$ cat src/rtl/conf_int_mac_pkg.sv
// ----------------------------------------------------------------------------
// conf_int_mac_pkg
// Shared definitions for the configurable integer MAC and its inverse.
//   state_t     : FSM state encoding of the iterative inverse (IDLE/DIV/DONE)
//   OP_BW_DEF   : default operator width shared by the MAC and its inverse
//   DPW_DEF     : default datapath width shared by the MAC and its inverse
//   CNT_W       : iteration counter width at the default operator width
//   cnt_width() : iteration counter width for any operator width (>= 1 bit)
// ----------------------------------------------------------------------------
package conf_int_mac_pkg;

  typedef enum logic [1:0] {
    IDLE = 2'd0,
    DIV  = 2'd1,
    DONE = 2'd2
  } state_t;

  localparam int OP_BW_DEF = 16;
  localparam int DPW_DEF   = 16;
  localparam int CNT_W     = $clog2(OP_BW_DEF);

  // A one-bit operator still needs a one-bit counter, so clamp at 1.
  function automatic int cnt_width(input int op_bw);
    if (op_bw > 1) begin
      return $clog2(op_bw);
    end else begin
      return 1;
    end
  endfunction

endpackage

$ cat src/rtl/conf_int_div_step.sv
// ----------------------------------------------------------------------------
// conf_int_div_step
// One combinational iteration of an unsigned restoring divider.
//   rem_in       in  W  partial remainder from the previous iteration (< divisor)
//   dividend_bit in  1  next dividend bit, shifted into the remainder LSB
//   divisor      in  W  divisor
//   rem_out      out W  partial remainder after this iteration
//   q_bit        out 1  quotient bit produced by this iteration
// ----------------------------------------------------------------------------
module conf_int_div_step #(
  parameter int W = 16
) (
  input  logic [W-1:0] rem_in,
  input  logic         dividend_bit,
  input  logic [W-1:0] divisor,
  output logic [W-1:0] rem_out,
  output logic         q_bit
);

  // The shifted remainder can reach 2*divisor-1, so the trial needs one extra bit.
  logic [W:0] trial_s;

  // Shift-in, compare, and conditionally subtract.
  always_comb begin
    trial_s = {rem_in, dividend_bit};
    if (trial_s >= {1'b0, divisor}) begin
      q_bit   = 1'b1;
      // The true difference is below the divisor, so the low W bits are exact.
      rem_out = trial_s[W-1:0] - divisor;
    end else begin
      q_bit   = 1'b0;
      rem_out = trial_s[W-1:0];
    end
  end

endmodule

$ cat src/rtl/conf_int_mac_inv__seq.sv
// ----------------------------------------------------------------------------
// conf_int_mac_inv__seq
// Inverse of the configurable integer MAC d = a*b + c: recovers a = (d-c)/b and
// the remainder with a one-bit-per-cycle restoring divider.
//   clk          in   1    clock, rising edge
//   rst          in   1    synchronous active-low reset
//   in_valid     in   1    d_in/b_in/c_in valid
//   in_ready     out  1    operand set can be accepted (IDLE only)
//   d_in         in   DPW  MAC result
//   b_in         in   DPW  divisor
//   c_in         in   DPW  addend
//   out_valid    out  1    a_out/rem_out/div_by_zero valid
//   out_ready    in   1    downstream accepts the result
//   a_out        out  DPW  quotient (d-c)/b
//   rem_out      out  DPW  remainder (d-c)%b
//   div_by_zero  out  1    masked divisor was zero
// ----------------------------------------------------------------------------
module conf_int_mac_inv__seq
  import conf_int_mac_pkg::*;
#(
  parameter int OP_BITWIDTH        = OP_BW_DEF,
  parameter int DATA_PATH_BITWIDTH = DPW_DEF
) (
  input  logic                          clk,
  input  logic                          rst,
  input  logic                          in_valid,
  output logic                          in_ready,
  input  logic [DATA_PATH_BITWIDTH-1:0] d_in,
  input  logic [DATA_PATH_BITWIDTH-1:0] b_in,
  input  logic [DATA_PATH_BITWIDTH-1:0] c_in,
  output logic                          out_valid,
  input  logic                          out_ready,
  output logic [DATA_PATH_BITWIDTH-1:0] a_out,
  output logic [DATA_PATH_BITWIDTH-1:0] rem_out,
  output logic                          div_by_zero
);

  localparam int OPW = OP_BITWIDTH;
  localparam int DPW = DATA_PATH_BITWIDTH;
  localparam int CW  = cnt_width(OP_BITWIDTH);

  state_t          state_r;
  state_t          state_nxt_s;
  logic [CW-1:0]   cnt_r;
  // Holds the dividend; quotient bits shift into the LSB as dividend bits leave the MSB.
  logic [OPW-1:0]  dq_r;
  logic [OPW-1:0]  divisor_r;
  logic [OPW-1:0]  rem_r;

  logic [OPW-1:0]  diff_s;
  logic [OPW-1:0]  step_rem_s;
  logic            step_q_s;
  logic [OPW-1:0]  quot_s;
  logic            accept_s;
  logic            last_iter_s;
  logic            release_s;

  logic            in_ready_r;
  logic            out_valid_r;
  logic            in_ready_nxt_s;
  logic            out_valid_nxt_s;
  logic [DPW-1:0]  a_out_r;
  logic [DPW-1:0]  rem_out_r;
  logic            div_by_zero_r;

  // Modular subtraction at operator width matches the MAC's truncation.
  assign diff_s      = d_in[OPW-1:0] - c_in[OPW-1:0];
  assign accept_s    = in_valid && in_ready_r;
  assign last_iter_s = (state_r == DIV) && (cnt_r == '0);
  assign release_s   = out_valid_r && out_ready;
  assign quot_s      = (dq_r << 1) | OPW'(step_q_s);

  conf_int_div_step #(
    .W (OPW)
  ) u_step (
    .rem_in       (rem_r),
    .dividend_bit (dq_r[OPW-1]),
    .divisor      (divisor_r),
    .rem_out      (step_rem_s),
    .q_bit        (step_q_s)
  );

  // FSM state register.
  always_ff @(posedge clk) begin
    if (!rst) begin
      state_r <= IDLE;
    end else begin
      state_r <= state_nxt_s;
    end
  end

  // FSM next-state logic.
  always_comb begin
    state_nxt_s = state_r;
    case (state_r)
      IDLE: begin
        if (accept_s) begin
          state_nxt_s = DIV;
        end else begin
          state_nxt_s = IDLE;
        end
      end
      DIV: begin
        if (cnt_r == '0) begin
          state_nxt_s = DONE;
        end else begin
          state_nxt_s = DIV;
        end
      end
      DONE: begin
        if (release_s) begin
          state_nxt_s = IDLE;
        end else begin
          state_nxt_s = DONE;
        end
      end
      default: begin
        state_nxt_s = IDLE;
      end
    endcase
  end

  // FSM output decode, taken from the next state so the flags can be registered.
  always_comb begin
    in_ready_nxt_s  = 1'b0;
    out_valid_nxt_s = 1'b0;
    case (state_nxt_s)
      IDLE:    in_ready_nxt_s  = 1'b1;
      DONE:    out_valid_nxt_s = 1'b1;
      default: begin
        in_ready_nxt_s  = 1'b0;
        out_valid_nxt_s = 1'b0;
      end
    endcase
  end

  // Registered handshake flags.
  always_ff @(posedge clk) begin
    if (!rst) begin
      in_ready_r  <= 1'b1;
      out_valid_r <= 1'b0;
    end else begin
      in_ready_r  <= in_ready_nxt_s;
      out_valid_r <= out_valid_nxt_s;
    end
  end

  // Divider datapath: operand latch on accept, one iteration per DIV cycle.
  always_ff @(posedge clk) begin
    if (!rst) begin
      cnt_r     <= '0;
      dq_r      <= '0;
      divisor_r <= '0;
      rem_r     <= '0;
    end else if (accept_s) begin
      cnt_r     <= CW'(OPW - 1);
      dq_r      <= diff_s;
      divisor_r <= b_in[OPW-1:0];
      rem_r     <= '0;
    end else if (state_r == DIV) begin
      cnt_r     <= cnt_r - CW'(1);
      dq_r      <= quot_s;
      rem_r     <= step_rem_s;
    end else begin
      cnt_r     <= cnt_r;
      dq_r      <= dq_r;
      divisor_r <= divisor_r;
      rem_r     <= rem_r;
    end
  end

  // Result registers: written only on the final iteration, so they hold through DONE.
  // With a zero divisor every step subtracts nothing, which naturally yields an
  // all-ones quotient and a remainder equal to the dividend.
  always_ff @(posedge clk) begin
    if (!rst) begin
      a_out_r       <= '0;
      rem_out_r     <= '0;
      div_by_zero_r <= 1'b0;
    end else if (last_iter_s) begin
      a_out_r       <= DPW'(quot_s);
      rem_out_r     <= DPW'(step_rem_s);
      div_by_zero_r <= (divisor_r == '0);
    end else begin
      a_out_r       <= a_out_r;
      rem_out_r     <= rem_out_r;
      div_by_zero_r <= div_by_zero_r;
    end
  end

  assign in_ready    = in_ready_r;
  assign out_valid   = out_valid_r;
  assign a_out       = a_out_r;
  assign rem_out     = rem_out_r;
  assign div_by_zero = div_by_zero_r;

endmodule

$ cat config.mk
export PLATFORM = sky130hd
export DESIGN_NAME = conf_int_mac_inv__seq
export DESIGN_NICKNAME = d
export VERILOG_FILES = /design/src/rtl/conf_int_mac_pkg.sv /design/src/rtl/conf_int_div_step.sv /design/src/rtl/conf_int_mac_inv__seq.sv
export SDC_FILE = /design/constraint.sdc
export NUM_CORES = 1
export LEC_CHECK = 0
export CORE_AREA = 2 2 86 104
export CTS_BUF_LIST = sky130_fd_sc_hd__clkbuf_4
export DETAILED_ROUTE_END_ITERATION = 7
export DIE_AREA = 0 0 88 106
export DONT_BUFFER_PORTS = 1
export PLACE_DENSITY = 0.8
export SYNTH_ARGS = -nofsm -noshare
export SYNTH_HDL_FRONTEND = slang
export SYNTH_SLANG_ARGS = --single-unit
$ cat constraint.sdc
create_clock -name clk -period 2.8 [get_ports clk]
set_input_delay 0.56 -clock clk [delete_from_list [all_inputs] [get_ports clk]]
set_output_delay 0.56 -clock clk [all_outputs]
set_load 0.01 [all_outputs]
==> After elaboration in Yosys (flattened, before gate mapping) <==
Cells that the tools add are included.
{ "totals": {"output_inout_bits": 35, "input_bits": 52, "register_bits": 89} }
{ "classes": {"n_bitwise": 2, "n_eq_ne": 3, "order_cmp": 1, "n_reduce_logical": 9, "addsub": 3, "mux": 12} }
{ "op_table": {"columns": ["op", "count"], "rows": [
  ["16-bit two-way mux", 3],
  ["16-bit subtractor", 2],
  ["17-bit by 16-bit >= comparator with 1-bit output", 1],
  ["16-bit zero test", 1],
  ["16-bit by 1-bit bitwise OR with 16-bit output", 1],
  ["4-bit two-way mux", 2],
  ["2-bit case mux with 3 select lines", 1],
  ["2-bit == test, second input constant", 2],
  ["2-bit zero test", 2],
  ["4-bit zero test", 1],
  ["1-bit two-way mux", 4],
  ["2-bit two-way mux", 2],
  ["4-bit by 1-bit subtractor with 4-bit output, second input constant", 1],
  ["1-bit logical AND", 3],
  ["2-bit by 1-bit == test with 1-bit output, second input constant", 1],
  ["2-bit nonzero test", 1],
  ["2-bit OR reduction", 1],
  ["1-bit inverter", 1]
]} }

==> Logic depth before layout (Yosys ltp) <==
Gate-level depths: netlist (run 1).
{ "depth": {"word_depth": 5, "depth_mapped": 11} }

==> Cells and area by module <==
A second synthesis (run 1) with hierarchy kept.
{ "hier_totals": {"cells_unflattened": 701, "hier_area_um2": 5495.3} }
{ "modules_own_cells": {"columns": ["mod", "area_each_um2", "n_inst", "cells_each", "seq_area_each_um2"], "rows": [
  ["conf_int_mac_inv__seq", 4265.3, 1, 544, 1781.7],
  ["conf_int_div_step", 1229.9, 1, 157, 0.0]
]} }

==> Least setup slack after synthesis (run 1) <==
No wires, ideal clock.
{ "synth_timing": {"path_kind": "input port to flip-flop", "startpoint": "input port d_in[0]", "endpoint": "register dq_r[12]", "setup_time_ns": 0.128, "path_stages": 11, "arrival_ns": 2.284, "path_slack_ns": 0.388, "required_ns": 2.672, "cell_sequence": "inv_1 > ha_1 > inv_1 > fa_1 > a211oi_1 > o21ai_0 > a21oi_1 > o21ai_0 > xor2_1 > a21oi_1 > nor2_1"} }
{ "synth_via": {"elab_chain_len": 2} }
{ "synth_rtl": {"columns": ["element", "line", "source"], "rows": [
  ["start: declaration", "conf_int_mac_inv__seq.sv:28", "input logic [DATA_PATH_BITWIDTH-1:0] d_in,"],
  ["16-bit subtractor", "conf_int_mac_inv__seq.sv:67", "assign diff_s = d_in[OPW-1:0] - c_in[OPW-1:0];"],
  ["16-bit two-way mux", "conf_int_mac_inv__seq.sv:155", "end else if (accept_s) begin"],
  ["end signal: assignment", "conf_int_mac_inv__seq.sv:157", "dq_r <= diff_s;"],
  ["end signal: assignment", "conf_int_mac_inv__seq.sv:162", "dq_r <= quot_s;"],
  ["end signal: assignment", "conf_int_mac_inv__seq.sv:166", "dq_r <= dq_r;"],
  ["end: declaration", "conf_int_mac_inv__seq.sv:46", "logic [OPW-1:0] dq_r;"]
]} }
Every way passes these cells.
A chain may end at the register's enable or synchronous reset.

==> Final worst setup path (run 1) <==
{ "layout_timing": {"startpoint": "register divisor_r[1]", "endpoint": "register rem_r[2]"} }
{ "layout_via": {"elab_chain_len": 2, "elab_cells_between_ends": 3} }
{ "layout_rtl": {"columns": ["element", "line", "source"], "rows": [
  ["start: declaration", "conf_int_mac_inv__seq.sv:47", "logic [OPW-1:0] divisor_r;"],
  ["start signal: assignment", "conf_int_mac_inv__seq.sv:158", "divisor_r <= b_in[OPW-1:0];"],
  ["start signal: assignment", "conf_int_mac_inv__seq.sv:167", "divisor_r <= divisor_r;"],
  ["16-bit subtractor or 17-bit by 16-bit >= comparator with 1-bit output (tied branches)", "conf_int_div_step.sv:29, conf_int_div_step.sv:26", null],
  ["16-bit two-way mux *", "conf_int_div_step.sv:26", "if (trial_s >= {1'b0, divisor}) begin"],
  ["end signal: assignment", "conf_int_mac_inv__seq.sv:163", "rem_r <= step_rem_s;"],
  ["end signal: assignment", "conf_int_mac_inv__seq.sv:168", "rem_r <= rem_r;"],
  ["end: declaration", "conf_int_mac_inv__seq.sv:48", "logic [OPW-1:0] rem_r;"]
]} }
Every way passes the cells marked *; elsewhere a longest branch is shown, timed or not.

==> key figures, run 1 <==
Outcome
  – Status: finished clean

CTS
  – H-tree depth: 3
  – Reg clk slew, reported paths: about 0.15 ns
  – Setup bufs post-CTS: 0
  – Number of gates resized after cts: 0
  – CTS tree: done
  – CTS sink count: around 90
  – Post-cts hold buffer count: 0
  – Clock Latency Late Sink: 0.45 ns
  – Bufs on Longest Clock Path: 2
  – Cts bufs inserted: 9
  – Root buffer cell: clkbuf_4

STA
  – Measured slew at the worst slew-check pin: 0.664 ns
  – Final Hold Vio Count: 0
  – Endpoints failing setup: 0
  – Relative slew slack: 0.546
  – TNS Setup: 0 ns
  – Tcrit/Tclk final: 0.919
  – Final worst slack: between 0.2 and 0.25 ns
  – Fin. max-slew vios: 0
  – RSZ-0062 raised after global routing: false
  – Final critical-path required period: 2.57 ns
  – Worst Skew: 0.0193 ns
  – F_max: 0.389 GHz

Drt
  – Routed via count: 4,554
  – Number of routed nets with antenna violations: 0
  – Starting DRT DRC Count: 261
  – Routed vias/inst: approximately 5.9
  – Drt pass-1 iters: 4
  – WL per Instance: around 16 um
  – WL final: roughly 12,000 um
  – DRC: 0

Placed design
  – Dpl ws: 0.0845 ns
  – PortBufs: 0
  – Post-DP HPWL: around 9200 um
  – Final RePlAce weighted congestion: between 0.9 and 1

Critical path
  – Crit end category: flop
  – CP most frequent cell: a21oi_1
  – Worst setup SP type: flop
  – Worst Path Required: approximately 3.1 ns
  – Max stage delay cell, worst path: dfxtp_1
  – Data arrival, critical path: 2.90 ns
  – Largest stage delay, worst path: 0.45 ns
  – Maximum fanout along the worst path: 17
  – WS Path Type: flop to flop
  – Worst-path cell chain: inv_1, ha_1, nor2b_1, o2111ai_1, a211oi_2, o31ai_4, buf_4, nor3_1, a21oi_1, a21oi_1

Floorplanning
  – # IOs: between 80 and 90
  – Core Rows: 37
  – Core area: around 0.0084 mm^2
  – Die area: 0.00933 mm^2
  – Die H: 106 um
  – Die X: around 88 um
  – Starting Density: 0.602

Cells and area
  – Ant diodes: 0
  – Layout area overhead: 5.04%
  – Proportion of layout cells with a drive suffix above 1: 0.0506
  – Fin nets: 733

Power and ir drop
  – Leak: approximately 2.1 nW
  – Power per standard cell area: roughly 730 mW/mm^2
  – Max VDD drop: 372 uV

Global routing
  – Initial antenna violation count: 0
  – First-pass GRT wire length: 19,800 um
  – Vias in the first global route: around 4,300
  – Pin count of the biggest net entering global routing: 60
  – Overflow after GRT: 0
  – Total GRT Usage: 0.272

Logic synthesis
  – Post-synth EDFFs: 0
  – Cell Area, Synth: 0.00504 mm^2
  – Synth top area share: 0.353
  – Yosys reg bits: 89
  – Distinct cells, synth: 54
  – Post-synthesis area per instance: 7.64 um^2
  – Synth Flop Type: dfxtp_1
  – Sequential-to-total area share from yosys stat: 0.353
  – Async set or reset register ratio after synthesis: 0
  – Mapped Cells: 660
  – Leading area contributor after synthesis: dfxtp_1
  – Top post-synthesis cells by count: nand2_1 (129), a21oi_1 (93), dfxtp_1 (89), inv_1 (42), nor2_1 (37)
  – Ys Warns: 0
  – Synth area leaders: dfxtp_1 (35%), nand2_1 (9.6%), a21oi_1 (9.2%)
  – Post-synthesis net count: 746
  – Most frequent cell after synthesis: nand2_1

Flow run
  – # Max-Cap Violations: 0

Worst hold path
  – Worst Hold Class: primary input to flop
-- final cells by class --
cell class	instances	area [um^2]
timing repair buffer	11	82.6
clock inverter	6	90.1
multi-input combinational	494	2960
clock buffer	10	75.1
inverter	42	158
tap	117	146
sequential	89	1780
fill	766	3080
-- layout by cell type, fill, tap and decap left out, drive strengths merged, types with 5 or more instances in the layout --
cell    count
nor2b       6
o31ai       5
mux2i      10
inv        43
nand3      14
ha         32
a311oi      7
buf        11
nand2b      5
nand4       7
nand2     129
o211ai     11
nor4        5
dfxtp      89
a21o        5
nor2       37
o21a        5
a31oi       7
clkbuf     10
o21ai      35
xor2        8
nor3        8
a21oi      93
xnor2      16
a211oi     10
-- state kept, by name, indices dropped and copies added, names as in the netlist --
name / flops
rem_out: 16
in_ready: 1
out_valid: 1
cnt_r: 4
state_r: 2
dq_r: 16
rem_r: 16
a_out: 16
div_by_zero: 1
divisor_r: 16
-- metrics by stage --
step	power, mW	cell area [um^2]	util	cells	hold slack, ns
floorplan	2.74	5040	-	660	0.444
global placement	3.03	5130	0.612	753	0.458
detailed placement	3.07	5130	0.612	753	0.460
CTS	3.89	5300	0.632	769	0.202
global route	4.13	5300	0.632	769	0.191
finish	3.89	5300	0.632	769	0.228
-- critical path, delay by kind of cell, from the launching register on --
kind,cells,cell delay (ns)
AOI/OAI and AO/OA,5,1.13
adders and majority gates,1,0.30
buffers and inverters,2,0.33
DFF,1,0.45
and+or+nand+nor,2,0.24
-- power breakdown --
group	internal [mW]	switching (mW)
registers	1.39	0.121
logic	0.597	0.947
clock network	0.375	0.453
-- logic make-up (layout without fill, tap and decap cells) --
logic type	after synthesis	after routing	share of synthesized area
AND/OR/NAND/NOR	224	224	0.191
multiplexers	10	10	0.0199
adder cells (fa/ha/maj)	34	34	0.0873
XOR/XNOR	24	24	0.0417
AO/OA/AOI/OAI	202	202	0.246
buffers and inverters	77	69	0.0603
flip-flops	89	89	0.353
-- final timing paths --
kind	start	to	slack, ns	cells after the start
worst max-delay path	divisor_r[1]	rem_r[2]	0.23	10
worst min-delay path	rst	rem_out[5]	0.23	2
worst max register to register	divisor_r[1]	rem_r[2]	0.23	10
worst min register to register	dq_r[12]	a_out[13]	0.48	2
-- metal layers --
layer	track usage	wire, um	vias to the layer above
li1	-	-	2294
met2	0.474	6260	117
met5	0	0	-
met1	0.302	4930	2110
met3	0.0590	554	33
met4	0.143	522	0
Note: power is estimated with default switching activity, not from simulation.
==> inputs of run 2 (changes only) <==
--- a/config.mk
+++ b/config.mk
@@ -5,10 +5,10 @@
 export SDC_FILE = /design/constraint.sdc
 export NUM_CORES = 1
 export LEC_CHECK = 0
-export CORE_AREA = 2 2 86 104
+export CORE_AREA = 8 8 92 110
 export CTS_BUF_LIST = sky130_fd_sc_hd__clkbuf_4
 export DETAILED_ROUTE_END_ITERATION = 7
-export DIE_AREA = 0 0 88 106
+export DIE_AREA = 0 0 100 118
 export DONT_BUFFER_PORTS = 1
 export PLACE_DENSITY = 0.8
 export SYNTH_ARGS = -nofsm -noshare
==> key figures, run 2 (same netlist as run 1, synthesis figures left out) <==
Power and ir drop
  – Sw Share: 0.410 (+0.0186)
  – Logic pwr share: 0.416 (+0.019)
  – Net switching power: 1.53 mW (+0.51%)
  – Overall power: 3.73 mW (-4.0%)
  – Max VDD drop: 322 uV (-13%)
  – Clock share of power: 0.179 (-0.034)
  – Power per standard cell area: 708 mW/mm^2 (-3.4%)
  – Int Pwr: 2.20 mW (-7.0%)
  – Leak: 2.06 nW (-0.83%)
  – Flop pwr share: 0.406 (+0.016)

Global routing
  – Initial antenna violation count: 1 (+1)
  – Pin count of the biggest net entering global routing: 60 (unchanged)
  – Overflow after GRT: 0 (unchanged)
  – First-pass GRT wire length: 21,200 um (+6.7%)
  – Vias in the first global route: 4,615 (+6.4%)
  – Total GRT Usage: 0.221 (-0.0510)

Critical path
  – Maximum fanout along the worst path: 4 (-13)
  – WS Path Type: flop to flop
  – Max stage delay cell, worst path: fa_1
  – Largest stage delay, worst path: 0.39 ns (-0.06 ns)
  – Worst reg-to-reg setup slack: 0.26 ns (+0.03 ns)
  – Crit end category: flop
  – Worst setup SP type: flop
  – Worst R2R End: rem_out[14]
  – Reg2reg path depth: 10 (unchanged)
  – R2R Path Start: dq_r[15]
  – Worst Path Required: 3.21 ns (+0.08 ns)
  – Worst-path cell chain: inv_1, ha_1, fa_1, nor2b_1, o31a_1, o21ai_2, o31ai_1, xor2_1, nand2b_1, a31oi_1
  – Data arrival, critical path: 2.95 ns (+0.05 ns)
  – Worst setup startpoint: dq_r[15]

CTS
  – Post-cts hold buffer count: 0 (unchanged)
  – CTS tree: done
  – Bufs on Longest Clock Path: 2 (unchanged)
  – Clock Latency Late Sink: 0.47 ns (+0.02 ns)
  – H-tree depth: 3 (unchanged)
  – Cts bufs inserted: 9 (unchanged)
  – Number of gates resized after cts: 0 (unchanged)
  – CTS sink count: 89 (unchanged)
  – Root buffer cell: clkbuf_4
  – Setup bufs post-CTS: 0 (unchanged)
  – Reg clk slew, reported paths: 0.15 ns (about the same)

Worst hold path
  – Min-delay src: b_in[8]
  – Worst Hold Depth: 2 (unchanged)
  – Hold endpoint: divisor_r[8]
  – Worst Hold Class: primary input to flop

Floorplanning
  – Core area: 0.00843 mm^2 (+0.55%)
  – Die area: 0.0118 mm^2 (+27%)
  – Starting Density: 0.598 (-0.00331)
  – # IOs: 87 (unchanged)
  – Core Rows: 37 (unchanged)
  – Die X: 100 um (+14%)
  – Die H: 118 um (+11%)

STA
  – F_max: 0.393 GHz (+1.2%)
  – Relative slew slack: 0.552 (+0.00604)
  – RSZ-0062 raised after global routing: false
  – TNS Setup: 0 ns (unchanged)
  – Fin. max-slew vios: 0 (unchanged)
  – Measured slew at the worst slew-check pin: 0.669 ns (+0.00563 ns)
  – Final Hold Vio Count: 0 (unchanged)
  – Endpoints failing setup: 0 (unchanged)
  – Worst Skew: 0.0243 ns (+0.00500 ns)
  – Tcrit/Tclk final: 0.908 (-0.0112)
  – Final critical-path required period: 2.54 ns (-0.0312 ns)

Placed design
  – Placement Cell Area: 0.00514 mm^2 (+0.15%)
  – Final RePlAce weighted congestion: 0.895 (-7.2%)
  – PortBufs: 0 (unchanged)
  – Placed Cells: 754 (+0.13%)
  – Post-DP HPWL: 9860 um (+7.7%)

Flow run
  – # Max-Cap Violations: 0 (unchanged)

Drt
  – WL final: 12,900 um (+4.8%)
  – Drt pass-1 iters: 4 (unchanged)
  – Starting DRT DRC Count: 212 (-19%)
  – WL per Instance: 16.7 um (+4.5%)
  – Number of routed nets with antenna violations: 0 (unchanged)
  – Routed vias/inst: 5.93 (+0.18%)
  – Routed via count: 4,574 (+0.44%)
  – DRC: 0 (unchanged)

Cells and area
  – Proportion of layout cells with a drive suffix above 1: 0.0536 (+0.00299)
  – Util after Layout: 0.625 (-0.00748)
  – Fin nets: 734 (+0.14%)
  – Most frequent cells in the layout: nand2_1 (129), a21oi_1 (93), dfxtp_1 (89), inv_1 (42), nor2_1 (36)
  – # fillers: 803 (+4.8%)
  – Most common cell after layout, fill and taps aside: nand2_1
  – Post-route cell area: 0.00526 mm^2 (-0.64%)
  – Non-Filler Instances: 771 (+0.26%)
  – Layout area overhead: 4.37%

Outcome
  – Status: finished clean
[run 2: stage by stage]
step                      setup WS [ns]  hold slack [ns]
after detailed placement         0.0690            0.469
after global routing             0.0140            0.200
after floorplan                   0.388            0.444
after CTS                         0.245            0.183
final                             0.258            0.205
after global placement            0.145            0.455
[run 2: metal layers]
layer,wire length [um],GRT usage
met4,571,0.135
met2,6610,0.395
met3,618,0.0527
met1,5060,0.223
met5,0,0
[run 2: power by group through the flow]
stage	Combinational [mW]	Clock, mW	Sequential (mW)
floorplan	1.23	0	1.50
global placement	1.50	0	1.54
detailed placement	1.54	0	1.54
CTS	1.54	0.677	1.51
global route	1.72	0.725	1.53
finish	1.55	0.666	1.51
[run 2: layout make-up]
cell class	count	area [um^2]	share of cell area
Timing Repair Buffer	12	90.1	0.0171
Multi-Input combinational cell	494	2960	0.563
Tap cell	117	146	0.0278
Clock buffer	11	82.6	0.0157
Clock inverter	5	40.0	0.00761
Inverter	42	158	0.0300
Antenna cell	1	2.50	0.000476
Sequential cell	89	1780	0.339
[run 2: critical path, delay by kind of cell (launching register included)]
kind | cells | cell delay, ns
AOI/OAI and AO/OA | 4 | 0.92
and+or+nand+nor | 2 | 0.37
xor gates and xnor gates | 1 | 0.19
buffers and inverters | 1 | 0.07
DFF | 1 | 0.33
adders and majority gates | 2 | 0.62
[run 2: worst max-delay path by stage]
| stage | end | cells past startpoint |
|---|---|---|
| after floorplan | dq_r[12] | 11 |
| after global placement | dq_r[12] | 11 |
| after detailed placement | dq_r[12] | 11 |
| after CTS | rem_out[14] | 10 |
| after global routing | rem_r[1] | 10 |
| final | rem_out[14] | 10 |
